**src/rtl/ultrasonic_sensor_scheduler.sv**
```systemverilog
// Round-robin HC-SR04 scheduler: one sensor per slot, 10us trigger,
// one shared echo-width counter, result tagged with the sensor index.
//
// Ports:
//   Clk_i, Reset_i  clock, asynchronous active-high reset
//   Enable_i        run measurement slots (0 aborts the current slot)
//   Mask_i          per-sensor enable, sampled at each slot start
//   Echo_i          raw asynchronous echo lines
//   Trig_o          trigger lines, at most one high
//   Width_o         echo width in clock cycles
//   Index_o         sensor index belonging to Width_o
//   Valid_o         one-cycle result strobe
//   Timeout_o       result is a timeout (qualified by Valid_o)
//   Busy_o          a slot is in progress
//
// Build option: define HCSR04_TIMEOUT_REPORT_EN to emit a Valid_o with
// Timeout_o=1 on timeouts; left undefined, timeouts are silent and
// Timeout_o stays 0.

module ultrasonic_sensor_scheduler #(
  parameter int NUM_SENSORS      = 4,
  parameter int IDX_W            = 2,
  parameter int WIDTH_W          = 22,
  parameter int TRIG_CYCLES      = 500,
  parameter int SLOT_CYCLES      = 3000000,
  parameter int ECHO_WAIT_CYCLES = 50000,
  parameter int ECHO_MAX_CYCLES  = 1250000
) (
  input  logic                   Clk_i,
  input  logic                   Reset_i,
  input  logic                   Enable_i,
  input  logic [NUM_SENSORS-1:0] Mask_i,
  input  logic [NUM_SENSORS-1:0] Echo_i,
  output logic [NUM_SENSORS-1:0] Trig_o,
  output logic [WIDTH_W-1:0]     Width_o,
  output logic [IDX_W-1:0]       Index_o,
  output logic                   Valid_o,
  output logic                   Timeout_o,
  output logic                   Busy_o
);

`ifdef HCSR04_TIMEOUT_REPORT_EN
  localparam bit REPORT_TMO = 1'b1;
`else
  localparam bit REPORT_TMO = 1'b0;
`endif

  localparam int CNT_MAX = (TRIG_CYCLES > ECHO_WAIT_CYCLES) ?
                           TRIG_CYCLES : ECHO_WAIT_CYCLES;
  localparam int CNT_W   = $clog2(CNT_MAX + 1);
  localparam int SLOT_W  = $clog2(SLOT_CYCLES);

  typedef enum logic [2:0] {
    S_IDLE,
    S_TRIG,
    S_WAIT,
    S_MEAS,
    S_GUARD
  } state_t;

  state_t                 state_q, state_d;
  logic [IDX_W-1:0]       ptr_q, ptr_d;
  logic [CNT_W-1:0]       cnt_q, cnt_d;
  logic [SLOT_W-1:0]      slot_q, slot_d;
  logic [WIDTH_W-1:0]     width_q, width_d;
  logic [NUM_SENSORS-1:0] sync1_q, sync2_q, sync3_q;
  logic                   valid_q, valid_d;
  logic                   tout_q, tout_d;
  logic [WIDTH_W-1:0]     wout_q, wout_d;
  logic [IDX_W-1:0]       idx_q, idx_d;

  logic             echo_s;
  logic             echo_rise;
  logic             nxt_found;
  logic [IDX_W-1:0] nxt_idx;
  logic             start;

  // sync3_q only delays the synced value for edge detection
  assign echo_s    = sync2_q[ptr_q];
  assign echo_rise = echo_s & ~sync3_q[ptr_q];
  assign start     = Enable_i & nxt_found;

  // first masked-in sensor after the pointer, wrapping around
  always_comb begin
    nxt_found = 1'b0;
    nxt_idx   = '0;
    for (int k = 1; k <= NUM_SENSORS; k++) begin
      if (!nxt_found &&
          Mask_i[IDX_W'((int'(ptr_q) + k) % NUM_SENSORS)]) begin
        nxt_found = 1'b1;
        nxt_idx   = IDX_W'((int'(ptr_q) + k) % NUM_SENSORS);
      end
    end
  end

  always_comb begin
    state_d = state_q;
    ptr_d   = ptr_q;
    cnt_d   = cnt_q;
    slot_d  = (state_q == S_IDLE) ? '0 : slot_q + SLOT_W'(1);
    width_d = width_q;
    valid_d = 1'b0;
    tout_d  = tout_q;
    wout_d  = wout_q;
    idx_d   = idx_q;
    unique case (state_q)
      S_IDLE: begin
        if (start) begin
          state_d = S_TRIG;
          ptr_d   = nxt_idx;
          cnt_d   = '0;
        end
      end
      S_TRIG: begin
        if (cnt_q == CNT_W'(TRIG_CYCLES - 1)) begin
          state_d = S_WAIT;
          cnt_d   = '0;
        end else begin
          cnt_d = cnt_q + CNT_W'(1);
        end
      end
      S_WAIT: begin
        if (echo_rise) begin
          state_d = S_MEAS;
          width_d = WIDTH_W'(1);
        end else if (cnt_q == CNT_W'(ECHO_WAIT_CYCLES - 1)) begin
          state_d = S_GUARD;
          if (REPORT_TMO) begin
            valid_d = 1'b1;
            wout_d  = '0;
            idx_d   = ptr_q;
            tout_d  = 1'b1;
          end
        end else begin
          cnt_d = cnt_q + CNT_W'(1);
        end
      end
      S_MEAS: begin
        if (!echo_s) begin
          state_d = S_GUARD;
          valid_d = 1'b1;
          wout_d  = width_q;
          idx_d   = ptr_q;
          tout_d  = 1'b0;
        end else if (width_q == WIDTH_W'(ECHO_MAX_CYCLES)) begin
          state_d = S_GUARD;
          if (REPORT_TMO) begin
            valid_d = 1'b1;
            wout_d  = width_q;
            idx_d   = ptr_q;
            tout_d  = 1'b1;
          end
        end else begin
          width_d = width_q + WIDTH_W'(1);
        end
      end
      S_GUARD: begin
        if (slot_q == SLOT_W'(SLOT_CYCLES - 1)) begin
          if (start) begin
            state_d = S_TRIG;
            ptr_d   = nxt_idx;
            cnt_d   = '0;
            slot_d  = '0;
          end else begin
            state_d = S_IDLE;
          end
        end
      end
      default: state_d = S_IDLE;
    endcase
    // abort: pointer keeps the aborted sensor, result regs untouched
    if (state_q != S_IDLE && !Enable_i) begin
      state_d = S_IDLE;
      ptr_d   = ptr_q;
      valid_d = 1'b0;
      tout_d  = tout_q;
      wout_d  = wout_q;
      idx_d   = idx_q;
    end
  end

  always_ff @(posedge Clk_i or posedge Reset_i) begin
    if (Reset_i) begin
      state_q <= S_IDLE;
      ptr_q   <= IDX_W'(NUM_SENSORS - 1);
      cnt_q   <= '0;
      slot_q  <= '0;
      width_q <= '0;
      sync1_q <= '0;
      sync2_q <= '0;
      sync3_q <= '0;
      valid_q <= 1'b0;
      tout_q  <= 1'b0;
      wout_q  <= '0;
      idx_q   <= '0;
    end else begin
      state_q <= state_d;
      ptr_q   <= ptr_d;
      cnt_q   <= cnt_d;
      slot_q  <= slot_d;
      width_q <= width_d;
      sync1_q <= Echo_i;
      sync2_q <= sync1_q;
      sync3_q <= sync2_q;
      valid_q <= valid_d;
      tout_q  <= tout_d;
      wout_q  <= wout_d;
      idx_q   <= idx_d;
    end
  end

  always_comb begin
    Trig_o = '0;
    if (state_q == S_TRIG) Trig_o[ptr_q] = 1'b1;
  end

  assign Busy_o    = (state_q != S_IDLE);
  assign Valid_o   = valid_q;
  assign Width_o   = wout_q;
  assign Index_o   = idx_q;
  assign Timeout_o = tout_q;

endmodule
```
**config.mk**
```make
export PLATFORM = sky130hd
export DESIGN_NAME = ultrasonic_sensor_scheduler
export DESIGN_NICKNAME = d
export VERILOG_FILES = /design/src/rtl/ultrasonic_sensor_scheduler.sv
export SDC_FILE = /design/constraint.sdc
export NUM_CORES = 1
export LEC_CHECK = 0
export CAP_MARGIN = 20
export CORE_MARGIN = 2
export CORE_UTILIZATION = 50
export CTS_CLUSTER_DIAMETER = 100
export DETAILED_ROUTE_END_ITERATION = 7
export PLACE_DENSITY = 0.7
export SLEW_MARGIN = 20
export SYNTH_ARGS = -nofsm -noshare
export SYNTH_HDL_FRONTEND = slang
export SYNTH_SLANG_ARGS = --single-unit
```
**constraint.sdc**
```tcl
create_clock -name Clk_i -period 7.6 [get_ports Clk_i]
set_input_delay 0.76 -clock Clk_i [delete_from_list [all_inputs] [get_ports Clk_i]]
set_output_delay 0.76 -clock Clk_i [all_outputs]
set_load 0.02 [all_outputs]
```
==> results of run 1 <==
==> registers in the layout, indices dropped and copies added, names as in the netlist <==
| register | cells |
|---|---|
| Width_o | 22 |
| slot_q | 22 |
| width_q | 22 |
| cnt_q | 16 |
| sync1_q | 4 |
| sync2_q | 4 |
| sync3_q | 4 |
| state_q | 3 |
| Index_o | 2 |
| ptr_q | 2 |
| Valid_o | 1 |
==> power by group <==
part | internal, mW | leakage (nW) | switching (mW) | total, mW
registers | 0.586 | 1.38 | 0.0617 | 0.648
logic | 0.214 | 1.00 | 0.317 | 0.531
clock network | 0.218 | 0.112 | 0.182 | 0.401
total | 1.02 | 2.50 | 0.561 | 1.58
==> metal layers <==
metal,up-vias,part of all wire [%],track usage [%]
li1,1889,-,-
met2,62,48,31.1
met5,-,0,0
met1,1944,49,27.1
met3,7,2.4,2.67
met4,0,0.83,6.31
==> metrics by stage <==
stage,util [%],cell area (sq um),hold slack [ps]
after floorplan,-,5270,331
after global placement,56.1,5760,333
after detailed placement,56.1,5760,336
after CTS,58.4,6000,356
after global routing,58.4,6000,368
final,58.4,6000,353
==> logic make-up (layout without fill, tap and decap cells) <==
kind of cell	after synthesis	count (layout)	synth area share, %
adder cells (fa/ha/maj)	8	8	1.90
XOR/XNOR	34	34	5.65
buffers and inverters	34	73	3.18
other	1	1	0.0712
AO/OA/AOI/OAI	83	83	11.0
AND/OR/NAND/NOR	214	214	20.5
multiplexers	36	36	9.12
flip-flops	102	102	48.5
==> placed cells by master (no fill, tap or decap), types with 3 or more instances in the layout <==
cell type	Yosys	layout
sky130_fd_sc_hd__and3_1	6	6
sky130_fd_sc_hd__buf_4	1	4
sky130_fd_sc_hd__nand2_1	40	40
sky130_fd_sc_hd__bufinv_16	0	3
sky130_fd_sc_hd__a31oi_1	3	3
sky130_fd_sc_hd__a21oi_1	20	20
sky130_fd_sc_hd__nor4_1	8	8
sky130_fd_sc_hd__mux2i_1	3	3
sky130_fd_sc_hd__nand2b_1	11	11
sky130_fd_sc_hd__inv_1	12	11
sky130_fd_sc_hd__and2_1	6	6
sky130_fd_sc_hd__nor2_1	65	64
sky130_fd_sc_hd__xor2_1	8	8
sky130_fd_sc_hd__nand4_1	10	10
sky130_fd_sc_hd__o31ai_1	20	20
sky130_fd_sc_hd__dfrtp_1	100	100
sky130_fd_sc_hd__mux4_2	7	7
sky130_fd_sc_hd__and2b_1	5	5
sky130_fd_sc_hd__o21ai_0	7	7
sky130_fd_sc_hd__a211oi_1	3	3
sky130_fd_sc_hd__o21ai_1	6	6
sky130_fd_sc_hd__xnor2_1	26	26
sky130_fd_sc_hd__or3_1	7	7
sky130_fd_sc_hd__nor2b_1	10	10
sky130_fd_sc_hd__mux2_2	26	26
sky130_fd_sc_hd__clkdlybuf4s50_1	0	40
sky130_fd_sc_hd__ha_1	8	8
sky130_fd_sc_hd__nand4b_1	3	3
sky130_fd_sc_hd__nor3_1	7	7
sky130_fd_sc_hd__clkbuf_8	0	9
sky130_fd_sc_hd__a2111oi_0	4	4
sky130_fd_sc_hd__o21a_1	3	3
sky130_fd_sc_hd__nand3_1	25	25
==> cell usage after synthesis, types with 7 or more instances <==
cell type                    n
sky130_fd_sc_hd__inv_1      12
sky130_fd_sc_hd__mux4_2      7
sky130_fd_sc_hd__nor2_1     65
sky130_fd_sc_hd__clkbuf_1   10
sky130_fd_sc_hd__mux2_2     26
sky130_fd_sc_hd__xnor2_1    26
sky130_fd_sc_hd__a21oi_1    20
sky130_fd_sc_hd__buf_2       7
sky130_fd_sc_hd__nor2b_1    10
sky130_fd_sc_hd__nand3_1    25
sky130_fd_sc_hd__ha_1        8
sky130_fd_sc_hd__nand4_1    10
sky130_fd_sc_hd__nor4_1      8
sky130_fd_sc_hd__o31ai_1    20
sky130_fd_sc_hd__xor2_1      8
sky130_fd_sc_hd__nor3_1      7
sky130_fd_sc_hd__dfrtp_1   100
sky130_fd_sc_hd__o21ai_0     7
sky130_fd_sc_hd__or3_1       7
sky130_fd_sc_hd__nand2_1    40
sky130_fd_sc_hd__nand2b_1   11
==> cell type report <==
type,instances,share of cell area (%)
Timing Repair Buffer,44,7.18
Tap cell,136,2.84
Clock buffer,10,2.13
Sequential cell,102,42.6
Clock inverter,6,1.84
Inverter,13,0.939
Multi-Input combinational cell,376,42.5
==> worst min path at each step <==
stage / startpoint / endpoint / slack (ps) / cells past startpoint
CTS: sync1_q[3] / sync2_q[3] / 360 / 0
detailed placement: sync1_q[3] / sync2_q[3] / 340 / 0
global route: sync1_q[0] / sync2_q[0] / 370 / 0
global placement: sync1_q[3] / sync2_q[3] / 330 / 0
floorplan: sync1_q[0] / sync2_q[0] / 330 / 0
finish: sync1_q[3] / sync2_q[3] / 350 / 0
==> worst register-to-register path, stage by stage (launching register included) <==
cell and delay [ps]:
sky130_fd_sc_hd__dfstp_2 660, sky130_fd_sc_hd__inv_1 160, sky130_fd_sc_hd__ha_1 400, sky130_fd_sc_hd__mux4_2 350, sky130_fd_sc_hd__nor2_1 160, sky130_fd_sc_hd__nand2_1 140
sky130_fd_sc_hd__a21oi_2 680, sky130_fd_sc_hd__or3_1 540, sky130_fd_sc_hd__o21ai_1 130
==> impl_metrics.sql, run 1 <==
INSERT INTO impl_metrics (metric_group, metric, value, unit) VALUES
('global_routing', 'number_of_antenna_violations_at_the_first_check_in_global_routing', '0', ''),
('logic_synthesis', 'netlist_instances', '512', ''),
('die', 'die_width', '107', 'microns'),
('final_layout', 'multi_input_comb_area', '0.00255', 'sq mm'),
('clocking', 'postCtsResizedCells', '0', ''),
('placement', 'place_congestion', '0.866', ''),
('sta', 'setup_total_negative_slack', '0', 'ps'),
('final_layout', 'layout.filler_cells', '899', ''),
('run_status', 'status', 'complete, no violations', ''),
('logic_synthesis', 'synth-edff-count', '0', ''),
('setup_path', 'rr_worst_depth', '8', ''),
('setup_path', 'worst_setup_path_startpoint', 'ptr_q[1]', ''),
('power_and_ir_drop', 'pleak', '2.50', 'nW'),
('logic_synthesis', 'number_of_distinct_standard_cells_referenced_by_the_synthesized_netlist', '59', ''),
('placement', 'buffer_ports.inserted', '40', ''),
('placement', 'hpwlAfterDp', '7.19', 'mm'),
('logic_synthesis', 'yosysWarningCount', '0', ''),
('sta', 'slew_headroom', '45.7', '%'),
('setup_path', 'timing.critical_path.max_delay_family', 'simple AND/OR/NAND/NOR gates', ''),
('clocking', 'cts-hold-fix-buffers', '0', ''),
('placement', 'detailedPlace.worstSlack', '3970', 'ps'),
('min_path', 'hold_removal_path_class', 'register to register', ''),
('logic_synthesis', 'post_synth.cell_area_avg', '10.3', 'sq um'),
('clocking', 'clk-insertion-delay-late', '360', 'ps'),
('logic_synthesis', 'yosys_register_bits', '102', ''),
('detailed_routing', 'vias_per_cell', '5.68', ''),
('setup_path', 'setup.worst_path.end_class', 'register', ''),
('clocking', 'tritoncts', 'done', ''),
('sta', 'setup_violations', '0', ''),
('clocking', 'clkSinkCount', '102', ''),
('setup_path', 'cell_with_the_largest_stage_delay_on_the_worst_path', 'sky130_fd_sc_hd__a21oi_2', ''),
('detailed_routing', 'drcViolationCount', '0', ''),
('power_and_ir_drop', 'post-layout-total-power', '1.58', 'mW'),
('setup_path', 'crit_required', '7820', 'ps'),
('setup_path', 'critical_path.max_fanout', '16', ''),
('detailed_routing', 'routedWlPerCell', '15.2', 'microns'),
('die', 'placementRows', '37', ''),
('sta', 'finalHoldViolations', '0', ''),
('run', 'timing.max_cap.violations', '0', ''),
('final_layout', 'final_net_count', '565', ''),
('placement', 'place_inst', '671', ''),
('detailed_routing', 'drt.antenna.violating_nets', '0', ''),
('power_and_ir_drop', 'largest_voltage_drop_on_the_vdd_net', '185', 'uV'),
('logic_synthesis', 'yosysSeqAreaShare', '48.5', '%'),
('setup_path', 'critPathLaunchType', 'register', ''),
('clocking', 'post-cts-setup-buffer-count', '0', ''),
('global_routing', 'global_route_wire_length_before_repair', '17.9', 'mm'),
('sta', 'rsz0062_at_grt', 'false', ''),
('final_layout', 'final_layout_size_suffix_gt1_share', '12.3', '%'),
('setup_path', 'crit_arrival', '3570', 'ps'),
('sta', 'finalCriticalPeriod', '3350', 'ps'),
('detailed_routing', 'drt-pass1-iter-count', '5', ''),
('logic_synthesis', 'syn_area', '0.00527', 'sq mm'),
('clocking', 'htree_levels', '3', ''),
('detailed_routing', 'dr_total_vias', '3902', ''),
('sta', 'fmax', '0.299', 'GHz'),
('sta', 'finalWorstSetupSlack', '4250', 'ps'),
('global_routing', 'grt_max_degree', '56', ''),
('global_routing', 'grtUsageTotal', '19.3', '%'),
('logic_synthesis', 'synth_top_area_share', '47.5', '%'),
('final_layout', 'antenna_cells', '0', ''),
('die', 'fp.coreArea', '0.0103', 'sq mm'),
('sta', 'clock_skew', '15.1', 'ps'),
('sta', 'slew_violations', '0', ''),
('setup_path', 'critical-path-max-stage-delay', '680', 'ps'),
('setup_path', 'regToRegSetupSlack', '4250', 'ps'),
('global_routing', 'grt_overflow', '0', ''),
('detailed_routing', 'drt_iter0_markers', '203', ''),
('logic_synthesis', 'netlist_top_cells_area', 'sky130_fd_sc_hd__dfrtp_1 (47%), sky130_fd_sc_hd__mux2_2 (5.6%), sky130_fd_sc_hd__nor2_1 (4.6%)', ''),
('clocking', 'cts_root_buffer', 'sky130_fd_sc_hd__clkbuf_8', ''),
('final_layout', 'layout.cells.non_filler', '687', '');
Power figures use the tool's default switching activity.
==> inputs of run 2 (changes only) <==
Settings changed: PLACE_DENSITY 0.7 to 0.73.
Clock period 7.6 ns to 3 ns, I/O delays scaled along.
==> run 2 against run 1 <==
Against the previous run: maximum frequency up 23%; die area unchanged; utilization did not move; sequential share of layout area unchanged; critical path type unchanged; critical endpoint is now cnt_q[6]; largest cell class is now multi-input combinational cells.
==> impl_metrics.sql, run 2 (synthesized netlist as in run 1, its figures left out) <==
INSERT INTO impl_metrics (metric_group, metric, value, unit) VALUES
('sta', 'fmax', '0.367', 'GHz'),
('run_status', 'status', 'complete, no violations', ''),
('final_layout', 'final_layout_size_suffix_gt1_share', '13.0', '%'),
('die', 'die_area', '0.0114', 'sq mm'),
('run', 'timing.max_cap.violations', '0', ''),
('final_layout', 'syn_to_final_growth', '13.8', '%'),
('final_layout', 'layout.cells.most_common_list', 'sky130_fd_sc_hd__dfrtp_1 (100), sky130_fd_sc_hd__nor2_1 (64), sky130_fd_sc_hd__nand2_1 (40), sky130_fd_sc_hd__clkdlybuf4s50_1 (40)', ''),
('die', 'die_width', '107', 'microns'),
('sta', 'worst_pin_slew', '815', 'ps'),
('final_layout', 'final_design_area_no_fill', '0.00600', 'sq mm'),
('sta', 'final.hold.worst_slack', '356', 'ps'),
('setup_path', 'critPathLaunchType', 'register', ''),
('setup_path', 'crit_arrival', '2970', 'ps'),
('placement', 'postPlaceCellArea', '0.00580', 'sq mm'),
('placement', 'place_congestion', '0.871', ''),
('setup_path', 'crit_required', '3250', 'ps'),
('sta', 'rsz0062_at_grt', 'false', ''),
('sta', 'slew_violations', '0', ''),
('setup_path', 'criticalPathCategory', 'register to register', ''),
('clocking', 'clkTransAtPathRegs', '90', 'ps'),
('min_path', 'hold_removal_path_class', 'register to register', ''),
('clocking', 'clkSinkCount', '102', ''),
('detailed_routing', 'drt_iter0_markers', '221', ''),
('global_routing', 'number_of_antenna_violations_at_the_first_check_in_global_routing', '0', ''),
('placement', 'hpwlAfterDp', '7.54', 'mm'),
('clocking', 'cts-hold-fix-buffers', '0', ''),
('power_and_ir_drop', 'pleak', '2.50', 'nW'),
('sta', 'slew_headroom', '45.7', '%'),
('detailed_routing', 'drcViolationCount', '0', ''),
('clocking', 'htree_levels', '3', ''),
('detailed_routing', 'detail_route.wirelength', '10.8', 'mm'),
('die', 'io_pins', '42', ''),
('global_routing', 'first_global_vias', '3922', ''),
('final_layout', 'layout.core_utilization', '58.4', '%'),
('detailed_routing', 'dr_total_vias', '3903', ''),
('sta', 'finalCriticalPeriod', '2720', 'ps'),
('clocking', 'cts_root_buffer', 'sky130_fd_sc_hd__clkbuf_8', ''),
('sta', 'share_of_the_clock_period_used_by_the_worst_path', '90.8', '%'),
('detailed_routing', 'drt.antenna.violating_nets', '0', ''),
('placement', 'buffer_ports.inserted', '40', ''),
('setup_path', 'setup.worst_path.end_class', 'register', ''),
('clocking', 'cts-root-to-sink-buffers', '2', ''),
('detailed_routing', 'drt-pass1-iter-count', '4', ''),
('clocking', 'tritoncts', 'done', ''),
('die', 'fp.coreArea', '0.0103', 'sq mm'),
('power_and_ir_drop', 'p_per_area', '650', 'mW/mm^2'),
('power_and_ir_drop', 'post-layout-total-power', '3.90', 'mW'),
('final_layout', 'mostFrequentLayoutCell', 'sky130_fd_sc_hd__dfrtp_1', ''),
('detailed_routing', 'routedWlPerCell', '15.7', 'microns'),
('sta', 'setup_violations', '0', ''),
('clocking', 'clk-insertion-delay-late', '370', 'ps'),
('power_and_ir_drop', 'largest_voltage_drop_on_the_vdd_net', '460', 'uV'),
('global_routing', 'grt_max_degree', '66', ''),
('setup_path', 'critical_path.max_fanout', '14', ''),
('clocking', 'postCtsResizedCells', '0', ''),
('final_layout', 'layout.filler_cells', '884', ''),
('die', 'placementRows', '37', ''),
('sta', 'clock_skew', '10.2', 'ps'),
('final_layout', 'antenna_cells', '0', ''),
('die', 'die_y_extent', '107', 'microns'),
('global_routing', 'global_route_wire_length_before_repair', '18.8', 'mm'),
('die', 'floorplan.initialDensity', '51.3', '%'),
('sta', 'finalHoldViolations', '0', ''),
('clocking', 'cts-buffers-inserted', '9', ''),
('detailed_routing', 'vias_per_cell', '5.66', ''),
('clocking', 'post-cts-setup-buffer-count', '0', ''),
('sta', 'setup_total_negative_slack', '0', 'ps'),
('global_routing', 'grtUsageTotal', '20.7', '%'),
('min_path', 'worst_hold_path.num_cells', '0', ''),
('setup_path', 'rr_worst_depth', '8', ''),
('final_layout', 'final_net_count', '568', ''),
('global_routing', 'grt_overflow', '0', '');
==> run 2: final timing paths <==
kind,slack (ps),to,start
max reg2reg,280,cnt_q[6],ptr_q[1]
min,360,sync2_q[2],sync1_q[2]
max in group asynchronous,1910,cnt_q[2],Reset_i
min in group asynchronous,420,Width_o[9],Reset_i
min reg2reg,360,sync2_q[2],sync1_q[2]
max,280,cnt_q[6],ptr_q[1]
==> run 2: cell type report <==
class                   count  area [sq um]  area share (%)
clock inverters             6          63.8            1.06
inverters                  13          56.3           0.939
multi-input cells         376          2560            42.7
well taps                 136           170            2.84
flip-flops and latches    102          2550            42.6
repair buffers             47           465            7.76
clock buffers               9           124            2.07
==> run 2: critical path, cell delays in order, from the launching register on <==
cell,delay (ps)
sky130_fd_sc_hd__dfstp_2,660
sky130_fd_sc_hd__inv_1,150
sky130_fd_sc_hd__ha_1,370
sky130_fd_sc_hd__mux4_2,270
sky130_fd_sc_hd__nor2_1,60
sky130_fd_sc_hd__nand2_1,170
sky130_fd_sc_hd__o21ai_2,90
sky130_fd_sc_hd__or3_4,470
sky130_fd_sc_hd__o41ai_1,370
==> run 2: per-stage QoR <==
step,worst slack (ps),instances
6_report,277,689
5_1_grt,95.5,689
4_1_cts,96.5,689
3_5_place_dp,104,674
3_3_place_gp,248,674
2_1_floorplan,27.8,512
==> run 2: routing by layer <==
metal	GRT usage, %	part of all wire, %	vias to the layer above
li1	-	-	1890
met1	29.2	47	1914
met2	31.4	46	81
met3	4.44	4.1	18
met4	8.35	1.9	0
met5	0	0	-
==> run 2: power by group <==
group / internal (mW) / switching, mW / total [mW]
logic: 0.582 / 0.854 / 1.44
clock network: 0.380 / 0.468 / 0.848
registers: 1.48 / 0.133 / 1.62
==> inputs of run 3 (changes only) <==
Settings changed: CORE_MARGIN 2 to 1, CORE_UTILIZATION 50 to 29, PLACE_DENSITY 0.73 to unset.
==> run 3 against run 2 <==
Against the previous run: final cell count is 14% higher; utilization down 23 points; critical path depth increased by 1; combinational power up 6%; non-clock buffer count up 10; via count up 2.9%; global-route usage down 7.6 points; setup slack improved by 29 ps; power increased by 9.1%; largest cell class unchanged.
==> impl_metrics.sql, run 3 (synthesized netlist as in run 1, its figures left out) <==
INSERT INTO impl_metrics (metric_group, metric, value, unit) VALUES
('power_and_ir_drop', 'p_per_area', '680', 'mW/mm^2'),
('sta', 'finalHoldViolations', '0', ''),
('sta', 'fmax', '0.371', 'GHz'),
('setup_path', 'critPathLaunchType', 'register', ''),
('final_layout', 'final_design_area_no_fill', '0.00626', 'sq mm'),
('die', 'die_area', '0.0187', 'sq mm'),
('setup_path', 'reg2reg_from', 'ptr_q[1]', ''),
('power_and_ir_drop', 'post-layout-total-power', '4.26', 'mW'),
('die', 'die_width', '137', 'microns'),
('setup_path', 'rr_worst_depth', '9', ''),
('die', 'die_y_extent', '137', 'microns'),
('die', 'floorplan.initialDensity', '30.0', '%'),
('setup_path', 'regToRegSetupSlack', '310', 'ps'),
('detailed_routing', 'detail_route.wirelength', '11.5', 'mm'),
('global_routing', 'grt_overflow', '0', ''),
('final_layout', 'syn_to_final_growth', '18.8', '%'),
('power_and_ir_drop', 'pleak', '2.59', 'nW'),
('final_layout', 'final_layout_size_suffix_gt1_share', '13.9', '%'),
('clocking', 'htree_levels', '3', ''),
('clocking', 'cts-hold-fix-buffers', '0', ''),
('setup_path', 'setup.worst_path.end_class', 'register', ''),
('detailed_routing', 'drcViolationCount', '0', ''),
('sta', 'setup_total_negative_slack', '0', 'ps'),
('run', 'timing.max_cap.violations', '0', ''),
('die', 'fp.coreArea', '0.0175', 'sq mm'),
('sta', 'worst_pin_slew', '825', 'ps'),
('clocking', 'cts_root_buffer', 'sky130_fd_sc_hd__clkbuf_16', ''),
('power_and_ir_drop', 'largest_voltage_drop_on_the_vdd_net', '453', 'uV'),
('placement', 'detailedPlace.worstSlack', '108', 'ps'),
('clocking', 'cts-root-to-sink-buffers', '2', ''),
('clocking', 'tritoncts', 'done', ''),
('placement', 'buffer_ports.inserted', '40', ''),
('setup_path', 'critical_path.max_fanout', '14', ''),
('min_path', 'hold_removal_path_class', 'input port to async pin', ''),
('run_status', 'status', 'complete, no violations', ''),
('sta', 'final.hold.worst_slack', '347', 'ps'),
('final_layout', 'layout.cells.non_filler', '786', ''),
('sta', 'setup_violations', '0', ''),
('clocking', 'clkSinkCount', '102', ''),
('final_layout', 'antenna_cells', '0', ''),
('setup_path', 'timing.critical_path.buf_inv', '2', ''),
('placement', 'hpwlAfterDp', '8.22', 'mm'),
('setup_path', 'criticalPathCategory', 'register to register', ''),
('detailed_routing', 'drt_iter0_markers', '189', ''),
('global_routing', 'global_route_wire_length_before_repair', '19.3', 'mm'),
('detailed_routing', 'vias_per_cell', '5.11', ''),
('clocking', 'cts-buffers-inserted', '9', ''),
('sta', 'rsz0062_at_grt', 'false', ''),
('setup_path', 'cell_with_the_largest_stage_delay_on_the_worst_path', 'sky130_fd_sc_hd__dfstp_2', ''),
('global_routing', 'grtUsageTotal', '13.1', '%'),
('global_routing', 'first_global_vias', '3908', ''),
('die', 'placementRows', '48', ''),
('clocking', 'clk-insertion-delay-late', '340', 'ps'),
('setup_path', 'crit_chain', 'inv_1 -> ha_1 -> mux4_2 -> nor2_1 -> nand2_1 -> o21ai_2 -> or3_1 -> buf_4 -> o41ai_1', ''),
('sta', 'clock_skew', '6.30', 'ps'),
('placement', 'postPlaceCellArea', '0.00595', 'sq mm'),
('placement', 'place_inst', '770', ''),
('global_routing', 'grt_max_degree', '40', ''),
('detailed_routing', 'drt-pass1-iter-count', '4', ''),
('detailed_routing', 'routedWlPerCell', '14.7', 'microns'),
('final_layout', 'mostFrequentLayoutCell', 'sky130_fd_sc_hd__dfrtp_1', ''),
('setup_path', 'timing.critical_path.max_delay_family', 'simple AND/OR/NAND/NOR gates', ''),
('sta', 'finalWorstSetupSlack', '306', 'ps'),
('global_routing', 'number_of_antenna_violations_at_the_first_check_in_global_routing', '0', ''),
('sta', 'share_of_the_clock_period_used_by_the_worst_path', '89.8', '%'),
('die', 'io_pins', '42', ''),
('setup_path', 'crit_required', '3230', 'ps'),
('final_layout', 'layout.core_utilization', '35.7', '%'),
('final_layout', 'final_net_count', '578', ''),
('sta', 'finalCriticalPeriod', '2690', 'ps'),
('placement', 'place_congestion', '0.896', ''),
('final_layout', 'layout.cells.most_common_list', 'sky130_fd_sc_hd__dfrtp_1 (100), sky130_fd_sc_hd__nor2_1 (64), sky130_fd_sc_hd__nand2_1 (40), sky130_fd_sc_hd__clkdlybuf4s50_1 (40)', ''),
('setup_path', 'critical-path-max-stage-delay', '550', 'ps'),
('sta', 'slew_violations', '0', ''),
('clocking', 'clkTransAtPathRegs', '60', 'ps'),
('setup_path', 'r2r-end', 'cnt_q[6]', ''),
('setup_path', 'crit_arrival', '2920', 'ps'),
('sta', 'slew_headroom', '44.8', '%'),
('detailed_routing', 'dr_total_vias', '4016', ''),
('detailed_routing', 'drt.antenna.violating_nets', '0', '');
[run 3: changes by cell type in the layout (fill, tap and decap cells not counted)]
cell / change
sky130_fd_sc_hd__clkbuf_8: -8
sky130_fd_sc_hd__or3_1: +1
sky130_fd_sc_hd__or3_4: -1
sky130_fd_sc_hd__clkbuf_1: +1
sky130_fd_sc_hd__clkinv_2: -1
sky130_fd_sc_hd__buf_12: -1
sky130_fd_sc_hd__buf_4: +11
sky130_fd_sc_hd__clkbuf_16: +9
sky130_fd_sc_hd__clkinvlp_4: -2
sky130_fd_sc_hd__clkinv_4: -1
[run 3: cell type report]
type / instances / area [sq um]
fillers: 1754 / 11300
multi-input cells: 376 / 2560
flip-flops and latches: 102 / 2550
repair buffers: 57 / 528
well taps: 225 / 282
clock buffers: 11 / 243
inverters: 13 / 56.3
clock inverters: 2 / 35.0
[run 3: worst register-to-register path, stage by stage, from the launching register on]
cell                      delay (ps)
sky130_fd_sc_hd__dfstp_2         550
sky130_fd_sc_hd__inv_1           110
sky130_fd_sc_hd__ha_1            380
sky130_fd_sc_hd__mux4_2          280
sky130_fd_sc_hd__nor2_1           60
sky130_fd_sc_hd__nand2_1         170
sky130_fd_sc_hd__o21ai_2         140
sky130_fd_sc_hd__or3_1           360
sky130_fd_sc_hd__buf_4           200
sky130_fd_sc_hd__o41ai_1         330
[run 3: worst max path at each step]
stage | start | end | slack [ps] | depth (start not counted)
floorplan | Reset_i | Index_o[0] | 30 | 1
global placement | ptr_q[1] | cnt_q[6] | 190 | 9
detailed placement | width_q[8] | width_q[14] | 110 | 6
CTS | width_q[8] | width_q[14] | 90 | 6
global route | ptr_q[1] | cnt_q[6] | 150 | 9
finish | ptr_q[1] | cnt_q[6] | 310 | 9
[run 3: power breakdown]
part           internal (mW)  total [mW]  switching (mW)
sequential              1.49        1.60           0.113
combinational          0.614        1.53           0.911
clock                  0.655        1.13           0.476
[run 3: metal layers]
| layer | share of wire [%] | global-route usage (%) | vias up |
|---|---|---|---|
| li1 | - | - | 1910 |
| met3 | 3.1 | 1.81 | 17 |
| met4 | 1.9 | 5.56 | 0 |
| met2 | 48 | 21.8 | 104 |
| met5 | 0 | 0 | - |
| met1 | 47 | 17.1 | 1985 |
[run 3: timing repair]
action / 4_1_cts / 5_1_grt
endpoints found under the setup margin: 0 / 11
gates resized for setup: 0 / 0
buffers inserted: 0 / 3
